File: config.mk
export PLATFORM = sky130hd
export DESIGN_NAME = pipelined_barrel_shifter
export DESIGN_NICKNAME = d
export VERILOG_FILES = /design/src/rtl/pipelined_barrel_shifter.sv
export SDC_FILE = /design/constraint.sdc
export NUM_CORES = 1
export LEC_CHECK = 0
export ABC_AREA = 1
export CAP_MARGIN = 30
export CORE_MARGIN = 2
export CORE_UTILIZATION = 64
export CTS_BUF_LIST = sky130_fd_sc_hd__clkbuf_2 sky130_fd_sc_hd__clkbuf_4 sky130_fd_sc_hd__clkbuf_8
export DETAILED_ROUTE_END_ITERATION = 6
export GPL_TIMING_DRIVEN = 0
export PLACE_DENSITY = 0.89
export SYNTH_ARGS = -nofsm -noshare
export SYNTH_HDL_FRONTEND = slang
export SYNTH_SLANG_ARGS = --single-unit
File: constraint.sdc
create_clock -name clk -period 2.15 [get_ports clk]
set_input_delay 0.215 -clock clk [delete_from_list [all_inputs] [get_ports clk]]
set_output_delay 0.215 -clock clk [all_outputs]
set_load 0.01 [all_outputs]
File: src/rtl/pipelined_barrel_shifter.sv
// Multi-mode (SLL/SRL/SRA/ROR) barrel shifter built from log2(WIDTH) mux levels, with a
// pipeline register after every REG_EVERY levels and valid/ready handshakes on both sides.
module pipelined_barrel_shifter #(
    parameter int WIDTH     = 32,
    parameter int SHAMT_W   = $clog2(WIDTH),
    parameter int REG_EVERY = 2
) (
    input  logic               clk,
    input  logic               rst,
    input  logic               in_valid,
    output logic               in_ready,
    input  logic [WIDTH-1:0]   data,
    input  logic [SHAMT_W-1:0] sel,
    input  logic [2:0]         Signal,
    output logic               out_valid,
    input  logic               out_ready,
    output logic [WIDTH-1:0]   dataOut,
    output logic               zero
);
    localparam int LAT = (SHAMT_W + REG_EVERY - 1) / REG_EVERY;

    localparam logic [2:0] OP_SLL = 3'b100;
    localparam logic [2:0] OP_SRL = 3'b101;
    localparam logic [2:0] OP_SRA = 3'b110;
    localparam logic [2:0] OP_ROR = 3'b111;

    // One mux level: shift by a fixed power-of-two amount; unknown ops pass data through.
    function automatic logic [WIDTH-1:0] shift_level(
        input logic [WIDTH-1:0] d,
        input logic [2:0]       op,
        input logic             sign,
        input int               amt
    );
        logic [WIDTH-1:0] fill_s;
        logic [WIDTH-1:0] res_s;
        fill_s = sign ? ~({WIDTH{1'b1}} >> amt) : {WIDTH{1'b0}};
        case (op)
            OP_SLL:  res_s = d << amt;
            OP_SRL:  res_s = d >> amt;
            OP_SRA:  res_s = (d >> amt) | fill_s;
            OP_ROR:  res_s = (d >> amt) | (d << (WIDTH - amt));
            default: res_s = d;
        endcase
        return res_s;
    endfunction

    logic stall_s;
    logic zero_r;

    // A single global stall freezes every stage while the consumer back-pressures.
    assign stall_s  = out_valid && !out_ready;
    assign in_ready = !stall_s;

    for (genvar s = 0; s < LAT; s++) begin : stg
        localparam int LO    = s * REG_EVERY;
        localparam int HI    = (LO + REG_EVERY > SHAMT_W) ? SHAMT_W : LO + REG_EVERY;
        localparam int NL    = HI - LO;
        localparam int SW_IN = SHAMT_W - LO;

        logic [WIDTH-1:0] d_in_s;
        logic [2:0]       op_in_s;
        logic             sign_in_s;
        logic             v_in_s;
        logic [SW_IN-1:0] sel_in_s;
        logic [WIDTH-1:0] nxt_s;
        logic             valid_r;
        logic [WIDTH-1:0] data_r;

        if (s == 0) begin : src
            assign d_in_s    = data;
            assign op_in_s   = Signal;
            assign sign_in_s = data[WIDTH-1];
            assign v_in_s    = in_valid;
            assign sel_in_s  = sel;
        end else begin : src
            assign d_in_s    = stg[s-1].data_r;
            assign op_in_s   = stg[s-1].carry.op_r;
            assign sign_in_s = stg[s-1].carry.sign_r;
            assign v_in_s    = stg[s-1].valid_r;
            assign sel_in_s  = stg[s-1].carry.sel_r;
        end

        // Levels LO..HI-1; sel_in_s holds only the not-yet-consumed shift bits, LSB first.
        for (genvar j = 0; j < NL; j++) begin : lvl
            logic [WIDTH-1:0] prev_s;
            logic [WIDTH-1:0] out_s;
            if (j == 0) begin : p
                assign prev_s = d_in_s;
            end else begin : p
                assign prev_s = lvl[j-1].out_s;
            end
            assign out_s = sel_in_s[j] ? shift_level(prev_s, op_in_s, sign_in_s, 1 << (LO + j))
                                       : prev_s;
        end
        assign nxt_s = lvl[NL-1].out_s;

        // Stage data/valid register; data only loads on a real beat so bubbles keep the last value.
        always_ff @(posedge clk) begin
            if (rst) begin
                valid_r <= 1'b0;
                data_r  <= {WIDTH{1'b0}};
            end else if (!stall_s) begin
                valid_r <= v_in_s;
                if (v_in_s) begin
                    data_r <= nxt_s;
                end
            end
        end

        if (s < LAT - 1) begin : carry
            logic [2:0]          op_r;
            logic                sign_r;
            logic [SW_IN-NL-1:0] sel_r;

            // Op, entry sign bit and remaining shift bits travel alongside the data.
            always_ff @(posedge clk) begin
                if (rst) begin
                    op_r   <= 3'b000;
                    sign_r <= 1'b0;
                    sel_r  <= {(SW_IN-NL){1'b0}};
                end else if (!stall_s && v_in_s) begin
                    op_r   <= op_in_s;
                    sign_r <= sign_in_s;
                    sel_r  <= sel_in_s[SW_IN-1:NL];
                end
            end
        end
    end

    // Zero flag lives with the output stage and drops whenever a bubble reaches the output.
    always_ff @(posedge clk) begin
        if (rst) begin
            zero_r <= 1'b0;
        end else if (!stall_s) begin
            zero_r <= stg[LAT-1].v_in_s && (stg[LAT-1].nxt_s == {WIDTH{1'b0}});
        end
    end

    assign out_valid = stg[LAT-1].valid_r;
    assign dataOut   = stg[LAT-1].data_r;
    assign zero      = zero_r;

endmodule
# After elaboration in Yosys (flattened, before gate mapping)
# Cells that the tools add are included.
# W data, S select, Z words.
[classes] eq_ne=12 n_mux=15 bitwise_logic=11 n_reduce_logical=10
[ops] cell="$pmux W32 S4" count=5
[ops] cell="$mux W32" count=10
[ops] cell="$or A16 B32 Y32" count=2
[ops] cell="$or A24 B32 Y32" count=2
[ops] cell="$or A28 B32 Y32" count=2
[ops] cell="$or A30 B32 Y32" count=2
[ops] cell="$or A31 B32 Y32" count=2
[ops] cell="$eq A3 B3 Y1 const B" count=12
[ops] cell="$logic_not A32 Y1" count=1
[ops] cell="$reduce_and A2 Y1" count=3
[ops] cell="$logic_and A1 B1 Y1" count=4
[ops] cell="$logic_not A1 Y1" count=2
[ops] cell="$not A1 Y1" count=1
[totals] reg_bits=112

# Depth between registers and ports, before layout
# Gate-level depths: netlist of run 1.
[depth] ltp_word=7 mapped_depth=14 ltp_nobuf=12

# Worst setup path after synthesis of run 1
# OpenSTA, ideal clock, no wires.
[synth_timing] path_type="register to register" from="register stg[2].valid_r, in the netlist out_valid" to="register stg[1].data_r[28]" setup_ns=0.119 arrival_ns=1.381 path_slack_ns=0.649 stages_incl_launch_ff=10 n_path_buf=2 synth_period_minus_slack_ns=1.501 cell_sequence="dfxtp_1 > inv_1 > nor2_2 > inv_1 > nand2_1 > inv_1 > buf_2 > buf_2 > o21ai_0 > a21oi_1"
[synth_via] elab_chain_len=3
[synth_rtl] element="start, declared" line="66" source="logic valid_r;"
[synth_rtl] element="start signal, assigned" line="103" source="valid_r <= v_in_s;"
[synth_rtl] element="$logic_and A1 B1 Y1" line="51" source="assign stall_s = out_valid && !out_ready;"
[synth_rtl] element="$not A1 Y1 (no source line)"
[synth_rtl] element="$reduce_and A2 Y1 (no source line)"
[synth_rtl] element="end signal, assigned" line="101" source="data_r <= {WIDTH{1'b0}};"
[synth_rtl] element="end signal, assigned" line="105" source="data_r <= nxt_s;"
[synth_rtl] element="end, declared" line="67" source="logic [WIDTH-1:0] data_r;"
# Every way passes these cells.
# A chain may end at the register's enable or synchronous reset.

# Worst setup path after layout of run 1
[layout_timing] from="register stg[0].carry.op_r[2]" to="register stg[1].data_r[21]"
[layout_via] elab_chain_len=6 elab_cells_between_ends=10 cone_classes="4 x eq/ne; 4 x mux; 2 x bitwise"
[layout_rtl] element="start, declared" line="111" source="logic [2:0] op_r;"
[layout_rtl] element="start signal, assigned" line="122" source="op_r <= op_in_s;"
[layout_rtl] element="$eq A3 B3 Y1" line="37" source="case (op)"
[layout_rtl] element="$pmux W32 S4" line="37"
[layout_rtl] element="$mux W32" line="92" source="assign out_s = sel_in_s[j] ? shift_level(prev_s, op_in_s, sign_in_s, 1 << (LO + j))"
[layout_rtl] element="$or A24 B32 Y32 (on tied branches)" line="41, 40"
[layout_rtl] element="$pmux W32 S4" line="37"
[layout_rtl] element="$mux W32 *" line="92"
# Every way passes the cells marked *; elsewhere a longest branch is shown, timed or not.

==> results of run 1 <==
[logic make-up after synthesis]
kind of cell / after synthesis
flops: 112
buf+inv: 201
simple gates: 559
compound gates: 322
[power breakdown]
| group | internal (mW) | total (mW) | leakage (nW) | switching (mW) |
|---|---|---|---|---|
| registers | 2.21 | 2.33 | 0.921 | 0.114 |
| logic | 0.459 | 1.32 | 2.75 | 0.861 |
| clock network | 0.487 | 1.22 | 0.0998 | 0.733 |
| total | 3.16 | 4.87 | 3.77 | 1.71 |
[stage by stage]
| step | worst slack (ns) | area (µm²) | setup TNS [ns] | hold WS, ns | util |
|---|---|---|---|---|---|
| 6_report | 0.103 | 8430 | 0 | 0.234 | 0.767 |
| 5_1_grt | 0.0184 | 8430 | 0 | 0.270 | 0.767 |
| 4_1_cts | 0.225 | 8430 | 0 | 0.228 | 0.767 |
| 3_5_place_dp | -0.175 | 8230 | -1.72 | 0.453 | 0.750 |
| 3_3_place_gp | -0.174 | 8230 | -1.44 | 0.451 | 0.750 |
| 2_1_floorplan | 0.649 | 7300 | 0 | 0.382 | - |
[cell usage after synthesis (all sizes together) (14+ instances only)]
cell type  number  area, µm²
nand2         283       1110
o21ai         153        766
nand3         135        676
nor2          122        478
inv           119        447
dfxtp         112       2240
a21oi          98        494
clkbuf         42        159
buf            37        213
o221ai         36        347
o22ai          16        100
or2            16        100
o211ai         14        105
[cells in the final DEF, fill, tap and decap left out]
| cell | count |
|---|---|
| nand2_1 | 275 |
| o21ai_0 | 145 |
| nand3_1 | 135 |
| nor2_1 | 118 |
| inv_1 | 115 |
| dfxtp_1 | 112 |
| a21oi_1 | 97 |
| clkdlybuf4s50_1 | 76 |
| clkbuf_1 | 41 |
| o221ai_1 | 31 |
| buf_2 | 26 |
| o22ai_1 | 16 |
| o211ai_1 | 14 |
| or2_2 | 14 |
| clkbuf_8 | 10 |
| o21ai_1 | 8 |
| nand2_4 | 5 |
| o221ai_2 | 5 |
| inv_2 | 4 |
| buf_1 | 4 |
| buf_6 | 4 |
| clkinv_1 | 3 |
| nand2_2 | 3 |
| buf_4 | 3 |
| a31oi_1 | 3 |
| nor2_2 | 2 |
| nor2_4 | 2 |
| nor3_1 | 2 |
| or2_0 | 2 |
| inv_6 | 2 |
| clkinv_4 | 2 |
| a21oi_2 | 1 |
| o2bb2ai_1 | 1 |
| clkbuf_2 | 1 |
| o211a_1 | 1 |
| and2_1 | 1 |
| inv_8 | 1 |
| clkbuf_4 | 1 |
[area by class of cell]
cell class                      instances  area, µm²
Buffer                                 79        372
Clock buffer                           11        145
Clock inverter                          5       46.3
Fill cell                             933       2560
Inverter                              122        458
Multi-Input combinational cell        881       4230
Sequential cell                       112       2240
Tap cell                              140        175
Timing Repair Buffer                   76        761
[worst min-delay path by stage]
| stage | end | cells after the start | startpoint | slack (ns) |
|---|---|---|---|---|
| finish | dataOut[1] | 4 | rst | 0.23 |
| detailed placement | stg[1].valid_r | 2 | stg[1].valid_r | 0.45 |
| floorplan | stg[0].carry.sel_r[0] | 2 | sel[2] | 0.38 |
| global route | stg[0].carry.op_r[2] | 3 | Signal[2] | 0.27 |
| CTS | dataOut[1] | 4 | rst | 0.23 |
| global placement | stg[1].valid_r | 2 | stg[1].valid_r | 0.45 |
[layer usage]
| metal | share of wire | vias up |
|---|---|---|
| met4 | 0.072 | 0 |
| met5 | 0 | - |
| met3 | 0.11 | 152 |
| met2 | 0.45 | 656 |
| li1 | - | 4157 |
| met1 | 0.37 | 3933 |
[sequential cells by signal (all words and copies together), names as in the netlist]
name              count
dataOut              32
out_valid             1
stg.carry.op_r        6
stg.carry.sel_r       4
stg.carry.sign_r      2
stg.data_r           64
stg.valid_r           2
zero                  1
[critical path, delay by kind of cell (launching register included)]
family,cells,cell delay (ns)
flops,1,0.32
simple gates,2,0.20
buf+inv,3,0.61
compound gates,4,0.79
==> results.cfg, run 1 <==
[logic_synthesis]
ys_seq_area_frac = 0.307
synthAdderAreaFrac = 0
ys_warn_count = 0
yosys-mux-area-fraction = 0
synth_fp_nets = 1238
ys_types = 32
synthFlopType = dfxtp_1
synth_edf_count = 0
syn_area_mm2 = 0.00730
synth_cells = 1194
synth_top_family_by_area = simple AND/OR/NAND/NOR gates
yosys.area_share.simple = 0.326
ys_ff_latch = 112
synthArstFlopShare = 0
synth_xor_area_frac = 0
synth-compound-area-share = 0.253
synth_area_per_cell_um2 = 6.11

[timing]
finalClockSkew_ns = 0.0140
rsz0062_at_grt = no
period_needed_ns = 2.05
finalSetupViolCount = 0
slew-limit-headroom = 0.612
report.final.hold_viol_count = 0
tightest_slew_ns = 0.583
slew_viol_final = 0
max_freq_ghz = 0.489
period_share = 0.952

[worst_setup_path]
r2r_slack_ns = 0.10
path_class = flop to flop
critical_path_arrival_ns = 2.32
worstSetupEndpoint = stg[1].data_r[21]
startpoint = stg[0].carry.op_r[2]
crit_chain = buf_2, nand2_4, clkinv_1, buf_2, o21ai_0, o22ai_1, nor2_1, o21ai_0, a21oi_1
timing.rr.end = stg[1].data_r[21]
path_max_fanout = 10
start_kind = flop
crit_required_ns = 2.42
r2r_start = stg[0].carry.op_r[2]
reg2reg_depth = 9
crit_slowest_cell = dfxtp_1
critPathMaxStageDelay_ns = 0.32
endpoint_kind = flop

[placed_design]
placedCellCount = 1410
hpwlAfterDp_mm = 19.6
gp_congestion = 1.12
port_buffers = 76

[layout]
final_cells = 1426
final_nets = 1325
drive_gt1_frac = 0.0669
syn2layout_area_growth_pct = 15.4
antenna_cells = 0

[global_route]
grt_antenna_before_repair = 0
grt_pass1_wl_mm = 40.3
grt_pass1_vias = 8087
grt_use_total = 0.404
gr-usage-met1 = 0.481
gr-usage-met3 = 0.0935
gr-total-overflow = 0
grt_max_degree = 20
grtUsageMet2 = 0.661
grt.busiest_layer = met2

[floorplanning]
dieArea_mm2 = 0.0123
fp.coreArea_mm2 = 0.0110
io_pins = 79
fp.dieH_um = 111
core.rowCount = 38
die-width_um = 111
initial_core_util = 0.665

[status]
violations = DRC
status = complete, but fails checks

[route]
via_per_inst = 6.24
drc_errors = 23
dr_total_vias = 8898
dr.pass1.iters = 7
drt_iter0_markers = 1347
ant_nets = 0
post_drt_wl_per_cell_um = 17.8
wl_mm = 25.4

[clock_network]
clock-sinks = 112
root_buffer = clkbuf_8
clock_latency_ns = 0.40
postCtsSetupRepairBufs = 0
cts-buffers-inserted = 9
cts_tree = done
cts-htree-levels = 3
clockBufferDepth = 2
path_clk_slew_ns = 0.11
cts_repair_resize_count = 0
postCtsHoldBufs = 0

[pwr]
power.total_mw = 4.87
ir_drop_mv = 0.637
static-leakage-power_nw = 3.77
p_per_area_mw_per_mm2 = 578

[flow_run]
max_cap_violations = 0

[hold_path]
hold_class = input pin to flop
(Power assumes the default switching activity.)
==> run 2: changes to the inputs <==
--- a/config.mk
+++ b/config.mk
@@ -8,11 +8,10 @@
 export ABC_AREA = 1
 export CAP_MARGIN = 30
 export CORE_MARGIN = 2
-export CORE_UTILIZATION = 64
+export CORE_UTILIZATION = 59
 export CTS_BUF_LIST = sky130_fd_sc_hd__clkbuf_2 sky130_fd_sc_hd__clkbuf_4 sky130_fd_sc_hd__clkbuf_8
 export DETAILED_ROUTE_END_ITERATION = 6
-export GPL_TIMING_DRIVEN = 0
-export PLACE_DENSITY = 0.89
+export PLACE_DENSITY = 0.83
 export SYNTH_ARGS = -nofsm -noshare
 export SYNTH_HDL_FRONTEND = slang
 export SYNTH_SLANG_ARGS = --single-unit
==> constraint.sdc (replaced) <==
create_clock -name clk -period 2.1 [get_ports clk]
set_input_delay 0.21 -clock clk [delete_from_list [all_inputs] [get_ports clk]]
set_output_delay 0.21 -clock clk [all_outputs]
set_load 0.01 [all_outputs]
==> run 2 against run 1 <==
The flow now finishes without violations. Maximum frequency increased by 4.8%. Clock power increased by 13%. Sequential power increased by 3%. Die area increased by 8.2%. Final cell count unchanged. Via count decreased by 4.7%. First-iteration DRC count decreased by 6.5%. Register-to-register slack improved by 0.04 ns. Setup slack improved by 0.043 ns. Total power increased by 4.9%. Critical path depth decreased by 1. Critical endpoint is now stg[1].data_r[18]. Highest routed layer unchanged.
==> results.cfg, run 2 (same netlist as run 1, synthesis figures left out) <==
[floorplanning]
io_pins = 79
initial_core_util = 0.605
fp.coreArea_mm2 = 0.0121
core.rowCount = 40
fp.dieH_um = 115
dieArea_mm2 = 0.0133
die-width_um = 115

[timing]
finalClockSkew_ns = 0.0150
max_freq_ghz = 0.512
slew-limit-headroom = 0.673
finalSetupTns_ns = 0
tightest_slew_ns = 0.491
period_needed_ns = 1.95
rsz0062_at_grt = no
slew_viol_final = 0
period_share = 0.930
report.final.hold_viol_count = 0
finalSetupViolCount = 0

[placed_design]
post_dp_cell_area_mm2 = 0.00840
hpwlAfterDp_mm = 17.6
placedCellCount = 1411
port_buffers = 78
gp_congestion = 0.964

[clock_network]
cts_repair_resize_count = 0
path_clk_slew_ns = 0.11
clock-sinks = 112
postCtsHoldBufs = 0
postCtsSetupRepairBufs = 0
cts-buffers-inserted = 9
clockBufferDepth = 2
cts_tree = done
cts-htree-levels = 3
root_buffer = clkbuf_8
clock_latency_ns = 0.40

[route]
wl_mm = 23.7
drc_errors = 0
dr_total_vias = 8483
drt_iter0_markers = 1259
via_per_inst = 5.95
post_drt_wl_per_cell_um = 16.6
ant_nets = 0
dr.pass1.iters = 7

[global_route]
grt_antenna_before_repair = 0
gr-total-overflow = 0
grt_use_total = 0.368
grt_pass1_wl_mm = 38.5
grt_pass1_vias = 7617
grt_max_degree = 72

[pwr]
static-leakage-power_nw = 3.84
ir_drop_mv = 0.461
p_per_area_mw_per_mm2 = 594

[layout]
drive_gt1_frac = 0.0811
largest_reg_flops = 64
antenna_cells = 0
syn2layout_area_growth_pct = 17.8
utilization = 0.713
final_nets = 1298
largest_register = stg.data_r
layout_commonest_cell = nand2_1
final_cells = 1426
final_cell_area_mm2 = 0.00860
n_fill_cell = 1071
final_cell_mix = nand2_1, o21ai_0, nand3_1, nor2_1, inv_1

[hold_path]
hold_class = input pin to flop

[worst_setup_path]
start_kind = flop
endpoint_kind = flop
path_class = flop to flop
critical_path_arrival_ns = 2.24
path_max_fanout = 25
crit_required_ns = 2.39

[flow_run]
max_cap_violations = 0

[status]
status = completed
run 2: worst max-delay path, stage by stage, from the launching register on:
cell	delay (ns)
dfxtp_1	0.58
nand2_4	0.16
clkinv_1	0.15
buf_12	0.17
o21ai_0	0.11
o22ai_1	0.22
nor2_1	0.07
nor3_1	0.33
nor2_1	0.07
run 2: metrics by stage:
stage	power (mW)	hold WS (ns)	setup slack (ns)
2_1_floorplan	3.23	0.377	0.599
3_3_place_gp	3.72	0.451	0.00364
3_5_place_dp	3.74	0.462	0.0341
4_1_cts	5.08	0.430	0.186
5_1_grt	5.35	0.461	0.0143
6_report	5.11	0.430	0.146
run 2: final cells by class:
| type | count | area [µm²] | share of cell area |
|---|---|---|---|
| timing repair buffer | 128 | 1260 | 0.146 |
| sequential | 112 | 2240 | 0.261 |
| inverter | 122 | 458 | 0.0533 |
| clock inverter | 6 | 76.3 | 0.00888 |
| clock buffer | 9 | 124 | 0.0144 |
| multi-input combinational | 881 | 4230 | 0.492 |
| tap | 168 | 210 | 0.0245 |
run 2: worst paths after layout:
path | to | startpoint | slack, ns | cells past startpoint
worst max register to register | stg[1].data_r[18] | stg[0].carry.op_r[2] | 0.15 | 8
worst max-delay path | stg[1].data_r[18] | stg[0].carry.op_r[2] | 0.15 | 8
worst min register to register | stg[1].valid_r | stg[1].valid_r | 0.48 | 2
worst min-delay path | stg[0].carry.sel_r[1] | sel[3] | 0.43 | 3
run 2: layer usage:
metal | global-route usage | wire, µm | vias to the layer above
li1 | - | - | 4094
met1 | 0.465 | 9560 | 3855
met2 | 0.614 | 11300 | 451
met3 | 0.0575 | 1780 | 83
met4 | 0.179 | 1120 | 0
met5 | 0 | 0 | -
run 2: where the power goes:
part	switching [mW]	internal [mW]	total (mW)
Sequential	0.119	2.27	2.39
Clock	0.816	0.565	1.38
Combinational	0.829	0.514	1.34
Total	1.76	3.34	5.11
